--- config.mk ---
export PLATFORM = sky130hd
export DESIGN_NAME = voice_sequencer
export DESIGN_NICKNAME = d
export VERILOG_FILES = /design/src/rtl/voice_sequencer.sv
export SDC_FILE = /design/constraint.sdc
export NUM_CORES = 1
export LEC_CHECK = 0
export ABC_AREA = 1
export BUFFER_PORTS_ARGS = -buffer_cell sky130_fd_sc_hd__buf_2
export CORE_UTILIZATION = 57
export CTS_CLUSTER_SIZE = 20
export DETAILED_ROUTE_END_ITERATION = 12
export PLACE_DENSITY = 0.81
export SKIP_LAST_GASP = 1
export SLEW_MARGIN = 30
export SYNTH_ARGS = -nofsm -noshare
export SYNTH_HDL_FRONTEND = slang
export SYNTH_SLANG_ARGS = --single-unit
--- constraint.sdc ---
create_clock -name clk_i -period 8.6 [get_ports clk_i]
set_input_delay 0.43 -clock clk_i [delete_from_list [all_inputs] [get_ports clk_i]]
set_output_delay 0.43 -clock clk_i [all_outputs]
set_load 0.02 [all_outputs]
--- src/rtl/voice_sequencer.sv ---
// voice_sequencer: per-frame scheduler and mixer in front of the multi_voice generator.
// On a sample tick it snapshots every voice's settings, then for each voice starts
// the generator, waits for its sample (or a timeout), scales it by the voice gain and
// sums it into a signed 12-bit frame sample.
// Optional feature: define VOICE_SEQUENCER_CLIP_EN to saturate sample_o to [-512,511].
module voice_sequencer #(
  parameter int unsigned NUM_VOICES = 3,
  parameter int unsigned GAIN_W     = 8,
  parameter int unsigned TIMEOUT    = 15
) (
  input  logic                           clk_i,
  input  logic                           rst_i,
  input  logic                           sample_tick_i,
  input  logic [16*NUM_VOICES-1:0]       freq_words_i,
  input  logic [12*NUM_VOICES-1:0]       pw_words_i,
  input  logic [4*NUM_VOICES-1:0]        wave_sels_i,
  input  logic [GAIN_W*NUM_VOICES-1:0]   gains_i,
  output logic                           mv_start_o,
  output logic [1:0]                     mv_voice_o,
  output logic [15:0]                    mv_freq_o,
  output logic [11:0]                    mv_pw_o,
  output logic [3:0]                     mv_wave_sel_o,
  input  logic                           mv_ready_i,
  input  logic [9:0]                     mv_wave_i,
  output logic [11:0]                    sample_o,
  output logic                           sample_valid_o,
  output logic                           busy_o,
  output logic                           overrun_o,
  output logic                           timeout_o
);

  localparam int unsigned CntW      = $clog2(TIMEOUT + 1);
  localparam int unsigned ProdW     = GAIN_W + 12;
  localparam logic [1:0]  LastVoice = 2'(NUM_VOICES - 1);

  typedef enum logic [2:0] {StIdle, StStart, StWait, StAcc, StOut} state_e;

  state_e                         state_q, state_d;
  logic [1:0]                     voice_q, voice_d;
  logic [CntW-1:0]                cnt_q, cnt_d;
  logic [9:0]                     wave_q, wave_d;
  logic signed [11:0]             acc_q, acc_d;
  logic [16*NUM_VOICES-1:0]       freq_q, freq_d;
  logic [12*NUM_VOICES-1:0]       pw_q, pw_d;
  logic [4*NUM_VOICES-1:0]        sel_q, sel_d;
  logic [GAIN_W*NUM_VOICES-1:0]   gain_q, gain_d;
  logic [11:0]                    sample_q, sample_d;
  logic                           valid_q, valid_d;
  logic                           overrun_q, overrun_d;
  logic                           timeout_q, timeout_d;

  logic [GAIN_W-1:0]              gain_sel;
  logic signed [10:0]             s_val;
  logic signed [ProdW-1:0]        prod;
  logic signed [11:0]             contrib;
  logic signed [11:0]             clip_val;

  assign mv_start_o     = (state_q == StStart);
  assign busy_o         = (state_q != StIdle);
  assign sample_o       = sample_q;
  assign sample_valid_o = valid_q;
  assign overrun_o      = overrun_q;
  assign timeout_o      = timeout_q;
  assign mv_voice_o     = voice_q;

  // Route the snapshot fields of the active voice to the generator; holds in idle.
  always_comb begin
    mv_freq_o     = '0;
    mv_pw_o       = '0;
    mv_wave_sel_o = '0;
    gain_sel      = '0;
    for (int v = 0; v < NUM_VOICES; v++) begin
      if (voice_q == 2'(v)) begin
        mv_freq_o     = freq_q[16*v +: 16];
        mv_pw_o       = pw_q[12*v +: 12];
        mv_wave_sel_o = sel_q[4*v +: 4];
        gain_sel      = gain_q[GAIN_W*v +: GAIN_W];
      end
    end
  end

  // Centre the sample around zero, scale by gain, floor-divide by 2^GAIN_W.
  always_comb begin
    s_val   = $signed({1'b0, wave_q}) - 11'sd512;
    prod    = ProdW'(s_val) * ProdW'($signed({1'b0, gain_sel}));
    contrib = 12'(prod >>> GAIN_W);
  end

  // Output value of a finished frame, optionally saturated.
  always_comb begin
`ifdef VOICE_SEQUENCER_CLIP_EN
    if (acc_q > 12'sd511) begin
      clip_val = 12'sd511;
    end else if (acc_q < -12'sd512) begin
      clip_val = -12'sd512;
    end else begin
      clip_val = acc_q;
    end
`else
    clip_val = acc_q;
`endif
  end

  // Frame FSM next-state and datapath updates.
  always_comb begin
    state_d   = state_q;
    voice_d   = voice_q;
    cnt_d     = cnt_q;
    wave_d    = wave_q;
    acc_d     = acc_q;
    freq_d    = freq_q;
    pw_d      = pw_q;
    sel_d     = sel_q;
    gain_d    = gain_q;
    sample_d  = sample_q;
    valid_d   = 1'b0;
    overrun_d = overrun_q;
    timeout_d = timeout_q;

    // A tick is only taken in idle; any tick during a frame is dropped and flagged.
    if (sample_tick_i && (state_q != StIdle)) begin
      overrun_d = 1'b1;
    end

    case (state_q)
      StIdle: begin
        if (sample_tick_i) begin
          freq_d  = freq_words_i;
          pw_d    = pw_words_i;
          sel_d   = wave_sels_i;
          gain_d  = gains_i;
          acc_d   = '0;
          voice_d = '0;
          state_d = StStart;
        end
      end
      StStart: begin
        cnt_d   = '0;
        state_d = StWait;
      end
      StWait: begin
        // Ready wins even in the last allowed cycle; the wait lasts at most TIMEOUT cycles.
        if (mv_ready_i) begin
          wave_d  = mv_wave_i;
          state_d = StAcc;
        end else if (cnt_q == CntW'(TIMEOUT - 1)) begin
          wave_d    = 10'd512;
          timeout_d = 1'b1;
          state_d   = StAcc;
        end else begin
          cnt_d = cnt_q + 1'b1;
        end
      end
      StAcc: begin
        acc_d = acc_q + contrib;
        if (voice_q == LastVoice) begin
          state_d = StOut;
        end else begin
          voice_d = voice_q + 2'd1;
          state_d = StStart;
        end
      end
      StOut: begin
        sample_d = clip_val;
        valid_d  = 1'b1;
        state_d  = StIdle;
      end
      default: state_d = StIdle;
    endcase
  end

  // State and datapath registers; reset aborts any frame in flight.
  always_ff @(posedge clk_i or posedge rst_i) begin
    if (rst_i) begin
      state_q   <= StIdle;
      voice_q   <= '0;
      cnt_q     <= '0;
      wave_q    <= '0;
      acc_q     <= '0;
      freq_q    <= '0;
      pw_q      <= '0;
      sel_q     <= '0;
      gain_q    <= '0;
      sample_q  <= '0;
      valid_q   <= 1'b0;
      overrun_q <= 1'b0;
      timeout_q <= 1'b0;
    end else begin
      state_q   <= state_d;
      voice_q   <= voice_d;
      cnt_q     <= cnt_d;
      wave_q    <= wave_d;
      acc_q     <= acc_d;
      freq_q    <= freq_d;
      pw_q      <= pw_d;
      sel_q     <= sel_d;
      gain_q    <= gain_d;
      sample_q  <= sample_d;
      valid_q   <= valid_d;
      overrun_q <= overrun_d;
      timeout_q <= timeout_d;
    end
  end

endmodule

* Word level (Yosys, flattened, before mapping) *
Cells that the tools add are included.

word-level totals
  flip-flop bits (word level) = 166
  output and inout bits = 51

cells by class
  add/sub/neg operators = 4
  multipliers = 1
  eq/ne operators = 12
  multiplexer cells = 28
  bitwise operators = 1
  reduce and logical (&&, ||, !) cells = 14

operators by type and width
  cell                                                                    count
  12-bit two-way mux                                                      4
  16-bit two-way mux                                                      3
  8-bit two-way mux                                                       3
  12-bit one-hot mux with 2 select lines                                  1
  11-bit by 9-bit multiplier with 20-bit output                           1
  10-bit two-way mux                                                      2
  4-bit two-way mux                                                       5
  12-bit adder                                                            1
  3-bit two-way mux                                                       4
  3-bit one-hot mux with 4 select lines                                   1
  10-bit by 10-bit subtractor with 11-bit output (second input constant)  1
  3-bit AND reduction                                                     3
  2-bit != test (second input constant)                                   4
  4-bit one-hot mux with 2 select lines                                   1
  2-bit AND reduction                                                     4
  3-bit by 2-bit equality test with 1-bit output (second input constant)  2
  2-bit nonzero test                                                      3
  4-bit by 1-bit adder with 4-bit output (second input constant)          1
  4-bit equality test (second input constant)                             1
  2-bit two-way mux                                                       2
  2-bit one-hot mux with 2 select lines                                   1
  3-bit by 1-bit equality test with 1-bit output (second input constant)  1
  3-bit equality test (second input constant)                             1
  3-bit zero test                                                         1
  9 further kinds                                                         9

* Logic depth before layout (Yosys ltp) *
Gate-level depths: netlist of run 1.

  depth in word-level cells = 7
  mapped depth = 35
  depth with buffers taken out = 34

* Worst setup path before layout of run 1 *
OpenSTA, ideal clock, no wires.

  path kind = register -> register
  from = reg voice_q[1] (netlist: mv_voice_o[1])
  to = reg acc_q[11]
  library setup time = 0.117 ns
  arrival time = 6.068 ns
  data required time = 8.483 ns
  slack = 2.415 ns
  stages on the path, launching flop included = 33
  clock period less this slack = 6.185 ns
  cells stage by stage = dfrtp_1 -> inv_1 -> ha_1 -> buf_6 -> clkinv_8 -> nand3_1 -> a21boi_1 -> inv_1 -> nor2_1 -> inv_1 -> fa_1 -> fa_1 -> inv_1 -> fa_1 -> inv_1 -> fa_1 -> inv_1 -> ha_1 -> a21oi_1 -> o21ai_0 -> a21oi_1 -> o21ai_1 -> xor2_1 -> ha_1 -> nand2_1 -> nor3_1 -> nand3_1 -> o2111ai_1 -> a31oi_1 -> inv_1 -> nand2_1 -> nand3_1 -> nand2_1

between the ends
  word-level cells in the longest chain between the ends = 7
  elaborated cells on any way between the ends = 9
  classes of those cells = add/sub (1); mul (1); eq/ne (2); mux (4); reduce/logical (1)

RTL lines
  what                                               line  RTL
  from (decl)                                        39    logic [1:0] voice_q, voice_d;
  from (signal assigned)                             190   voice_q <= voice_d;
  2-bit zero test                                    73    if (voice_q == 2'(v)) begin
  8-bit two-way mux (2 in series)                    73
  8-bit two-way mux (*)                              73
  11-bit by 9-bit multiplier with 20-bit output (*)  85    prod = ProdW'(s_val) * ProdW'($signed({1'b0, gain_sel}));
  12-bit adder (*)                                   155   acc_d = acc_q + contrib;
  12-bit one-hot mux with 2 select lines (*)         125   case (state_q)
  to (signal assigned)                               179   acc_q <= '0;
  to (signal assigned)                               193   acc_q <= acc_d;
  to (decl)                                          42    logic signed [11:0] acc_q, acc_d;

Every way passes the cells marked *; elsewhere a longest branch is shown, timed or not.
A chain may end at the register's enable or synchronous reset.

* Worst setup path in the final report of run 1 *
  from = reg voice_q[0] (netlist: mv_voice_o[0])
  to = reg acc_q[11]

The elaborated chain is that of the path after synthesis.

==> flow_summary.yaml, run 1 <==
logic_synthesis:
  synth_ff_type: "dfrtp_1"
  synth_seq_cells: 166
  synth_edf_count: 0
  syn_area_sq_um: 10500
  syn-mean-instance-area_sq_um: 8.37
  yosysTopAreaCell: "dfrtp_1"
  yosysSeqAreaShare: 0.394
  synth.area.top_cells: "dfrtp_1, nand2_1, fa_1"
  yosys.area.top_type_share: 0.394
  yosysUniqueCellTypes: 43
  synthTopCellsByCount: "nand2_1, inv_1, dfrtp_1"
  synthCells: 1259
  ys_warn_count: 0
  synth.most_common_cell: "nand2_1"
  synth_fp_nets: 1512
  async_reset_ff_frac: 1.00
cts:
  cts_made_buffers: 17
  clk_path_buf_depth: 2
  worstSkewPairLatency_ns: 0.44
  cts_resized: 0
  cts_tree: "built"
  root_buffer: "clkbuf_16"
  hold_buffers: 0
  path_clk_slew_ns: 0.07
  post_cts_buffers: 0
  clock-sinks: 166
  htreeDepth: 4
sta:
  slew_headroom: 0.429
  drv_slew: 0
  clock-skew-final_ns: 0.0126
  fin_tns_setup_ns: 0
  hold_viol: 0
  rsz0062_at_grt: "false"
  fin_crit_ns: 7.36
  post-route-period-util: 0.856
  finalSetupViolCount: 0
  worst_pin_slew_ns: 0.857
  fmax_mhz: 136
grt:
  first_global_vias: 9156
  grt_pass1_wl_mm: 43.7
  grt.overflow.total: 0
  grtUsageTotal: 0.300
  antenna_found_initial: 2
  grt_max_degree: 93
route:
  num_vias: 8990
  postRouteAntennaNets: 0
  wl_per_cell_um: 15.8
  dr.pass1.iters: 6
  drc: 0
  first_iter_violations: 701
  finalWirelength_mm: 26.4
  routed_via_density: 5.40
finish:
  drive_gt1_frac: 0.170
  nNetsFinal: 1674
  area_growth_pct: 16.5
worst_setup_path:
  rr_worst_depth: 31
  end_kind: "flop"
  regToRegEndpoint: "acc_q[11]"
  cp.required_ns: 8.93
  crit_type: "flop to flop"
  critPathMaxStageDelay_ns: 0.62
  cp_data_arrival_time_ns: 7.69
  reg2reg_from: "mv_voice_o[0]"
  startpoint: "mv_voice_o[0]"
  cp-start-kind: "flop"
  worst-path-max-fanout: 68
  r2r_slack_ns: 1.24
  cpMostUsedCell: "inv_1"
  slowest_stage: "fa_1"
die:
  ios: 185
  dieHeight_um: 138
  start_util: 0.585
  design.die.area_sq_um: 19000
  core_area_sq_um: 18000
  num_rows: 49
  die_w_um: 138
hold_path:
  hp-class: "input port to async pin"
placed_design:
  hpwlAfterDp_mm: 18.9
  place.gp.congestion: 0.953
  port-buffer-count: 184
flow_run:
  max_cap_viol_count: 0
outcome:
  status: "finished clean"
==> layout by cell type (no fill, tap or decap), types with 5 or more instances in the layout <==
cell type,instances
buf_4,5
o221ai_1,6
o22ai_1,6
nand2_1,374
o21ai_1,37
xor2_1,12
nor2_1,62
inv_1,200
buf_2,184
nand3_1,25
fa_1,68
dfrtp_1,166
ha_1,50
o21ai_0,61
a21oi_1,66
clkbuf_16,17
xnor2_1,6
a221oi_1,32
==> per-stage QoR <==
step	cell area, sq um	util	cells	hold slack [ns]	setup WS (ns)
floorplan	10500	-	1259	0.449	2.41
global placement	11600	0.644	1630	0.437	1.73
detailed placement	11600	0.645	1631	0.446	1.45
CTS	12300	0.681	1663	0.172	1.38
global route	12300	0.681	1664	0.179	0.639
finish	12300	0.681	1664	0.146	1.24
==> cell families after synthesis <==
group	after synthesis	share of synthesized area
simple gates	483	0.186
fa+ha+maj	119	0.190
xor+xnor	18	0.0150
buf+inv	252	0.0923
flops	166	0.394
compound gates	221	0.123
==> per-layer routing <==
layer | global-route usage | up-vias | part of all wire
met2 | 0.478 | 380 | 0.47
li1 | - | 4297 | -
met4 | 0.131 | 2 | 0.031
met5 | 0 | - | 0.00038
met3 | 0.0764 | 63 | 0.070
met1 | 0.389 | 4248 | 0.43
==> cell type report <==
type | count | area [sq um]
Antenna cell | 1 | 2.50
Clock buffer | 19 | 443
Clock inverter | 13 | 194
Fill cell | 1433 | 5750
Inverter | 205 | 790
Multi-Input combinational cell | 841 | 5420
Sequential cell | 166 | 4150
Tap cell | 229 | 287
Timing Repair Buffer | 190 | 986
==> worst max path at each step <==
stage	depth (start not counted)	to	slack, ns
2_1_floorplan	32	acc_q[11]	2.41
3_3_place_gp	31	acc_q[11]	1.73
3_5_place_dp	33	acc_q[11]	1.45
4_1_cts	31	acc_q[11]	1.38
5_1_grt	33	acc_q[11]	0.64
6_report	31	acc_q[11]	1.24
==> worst max-delay path, delay by kind of cell (launching register included) <==
kind                       cells  cell delay, ns
adders and majority gates      7            3.10
AOI/OAI and AO/OA              8            1.56
buffers and inverters          8            1.19
and+or+nand+nor                7            0.83
DFF                            1            0.39
xor gates and xnor gates       1            0.18
==> registers in the layout, indices dropped and copies added (netlist names) <==
register and cells:
freq_q 48, sel_q 12, overrun_o 1, mv_voice_o 2, pw_q 36, wave_q 10, sample_valid_o 1, cnt_q 4
gain_q 24, timeout_o 1, state_q 3, sample_o 12, acc_q 12
Power of run 1 is left out: the tool's default activity adds up to more than one toggle a clock period on the data nets, which glitch-free logic cannot reach.
==> inputs of run 2 (changes only) <==
Settings changed: BUFFER_PORTS_ARGS -buffer_cell sky130_fd_sc_hd__buf_2 to -buffer_cell sky130_fd_sc_hd__clkbuf_2, RECOVER_POWER set to 50.
==> flow_summary.yaml, run 2 (synthesized netlist as in run 1, its figures left out) <==
placed_design:
  hpwlAfterDp_mm: 18.9
  placed_cells: 1630
  placed_area_sq_um: 11600
  place.gp.congestion: 0.934
  port-buffer-count: 184
cts:
  cts_made_buffers: 17
  worstSkewPairLatency_ns: 0.44
  clk_path_buf_depth: 2
  post_cts_buffers: 0
  htreeDepth: 4
  cts_resized: 0
  path_clk_slew_ns: 0.08
  clock-sinks: 166
  root_buffer: "clkbuf_16"
  cts_tree: "built"
  hold_buffers: 0
finish:
  reg_top3: "freq_q: 48 flops, pw_q: 36 flops, gain_q: 24 flops"
  largest_reg_flops: 48
  fin_area_sq_um: 12200
  antenna_cells: 0
  nNetsFinal: 1673
  drive_gt1_frac: 0.156
  area_growth_pct: 15.8
  regMostFlops: "freq_q"
  instances_no_fill: 1662
  final_cell_mix: "nand2_1, inv_1, clkbuf_2"
  final_common_cell: "nand2_1"
sta:
  clock-skew-final_ns: 0.0126
  slew_headroom: -1.74
  drv_slew: 184
  worst_pin_slew_ns: 4.09
  fin_crit_ns: 7.22
  rsz0062_at_grt: "false"
  finalSetupViolCount: 0
  fmax_mhz: 139
  holdWs_ns: 0.181
  hold_viol: 0
  post-route-period-util: 0.839
  fin_tns_setup_ns: 0
route:
  finalWirelength_mm: 25.8
  first_iter_violations: 776
  top_layer_used: "met4"
  wl_met3_mm: 1.74
  dr.pass1.iters: 5
  postRouteAntennaNets: 0
  drc: 0
  wl_per_cell_um: 15.5
  wl_met2_mm: 12.5
  wl_met1_mm: 11.0
  routed_via_density: 5.38
  num_vias: 8938
flow_run:
  max_cap_viol_count: 3
grt:
  grtUsageTotal: 0.294
  grt_max_degree: 101
  grt.overflow.total: 0
  first_global_vias: 8922
  antenna_found_initial: 0
  grt_pass1_wl_mm: 42.9
outcome:
  status: "complete, but fails checks"
  violations: "max-capacitance violations, max-slew violations"
die:
  design.die.area_sq_um: 19000
  dieHeight_um: 138
  ios: 185
  num_rows: 49
  core_area_sq_um: 18000
  start_util: 0.585
  die_w_um: 138
worst_setup_path:
  cp-start-kind: "flop"
  critPathMaxStageDelay_ns: 0.62
  crit_type: "flop to flop"
  end_kind: "flop"
  slowest_stage: "fa_1"
  cp_data_arrival_time_ns: 7.60
  cp.required_ns: 8.98
  worst-path-max-fanout: 68
  cpMostUsedCell: "inv_1"
hold_path:
  hp-class: "input port to flop"
[run 2: per-layer routing]
metal | global-route usage | vias up
li1 | - | 4299
met4 | 0.0906 | 0
met1 | 0.389 | 4277
met3 | 0.0607 | 42
met2 | 0.486 | 320
met5 | 0 | -
[run 2: cell type report]
| cell class | count | area [sq um] |
|---|---|---|
| Clock buffer | 17 | 425 |
| Sequential cell | 166 | 4150 |
| Clock inverter | 15 | 214 |
| Multi-Input combinational cell | 841 | 5400 |
| Inverter | 205 | 786 |
| Tap cell | 229 | 287 |
| Fill cell | 1528 | 5820 |
| Timing Repair Buffer | 189 | 933 |
[run 2: worst paths after layout]
kind	from	to	slack, ns	depth (start not counted)
max	mv_voice_o[0]	acc_q[11]	1.38	32
min	pw_words_i[10]	pw_q[10]	0.18	3
max reg2reg	mv_voice_o[0]	acc_q[11]	1.38	32
min reg2reg	timeout_o	timeout_o	0.47	1
max in group asynchronous	rst_i	wave_q[2]	2.75	3
min in group asynchronous	rst_i	overrun_o	1.20	2
[run 2: worst max-delay path: cells and delay by family, from the launching register on]
kind	cells	cell delay, ns
flip-flops	1	0.40
adder cells (fa/ha/maj)	7	3.06
AND/OR/NAND/NOR	10	1.13
buffers and inverters	7	1.07
XOR/XNOR	1	0.16
AO/OA/AOI/OAI	7	1.31
[run 2: per-stage QoR]
stage / setup slack, ns / util
after floorplan: 2.41 / -
after global placement: 1.73 / 0.644
after detailed placement: 1.47 / 0.644
after CTS: 1.44 / 0.679
after global routing: 0.816 / 0.677
final: 1.38 / 0.677
Power of run 2 is left out for the same reason.
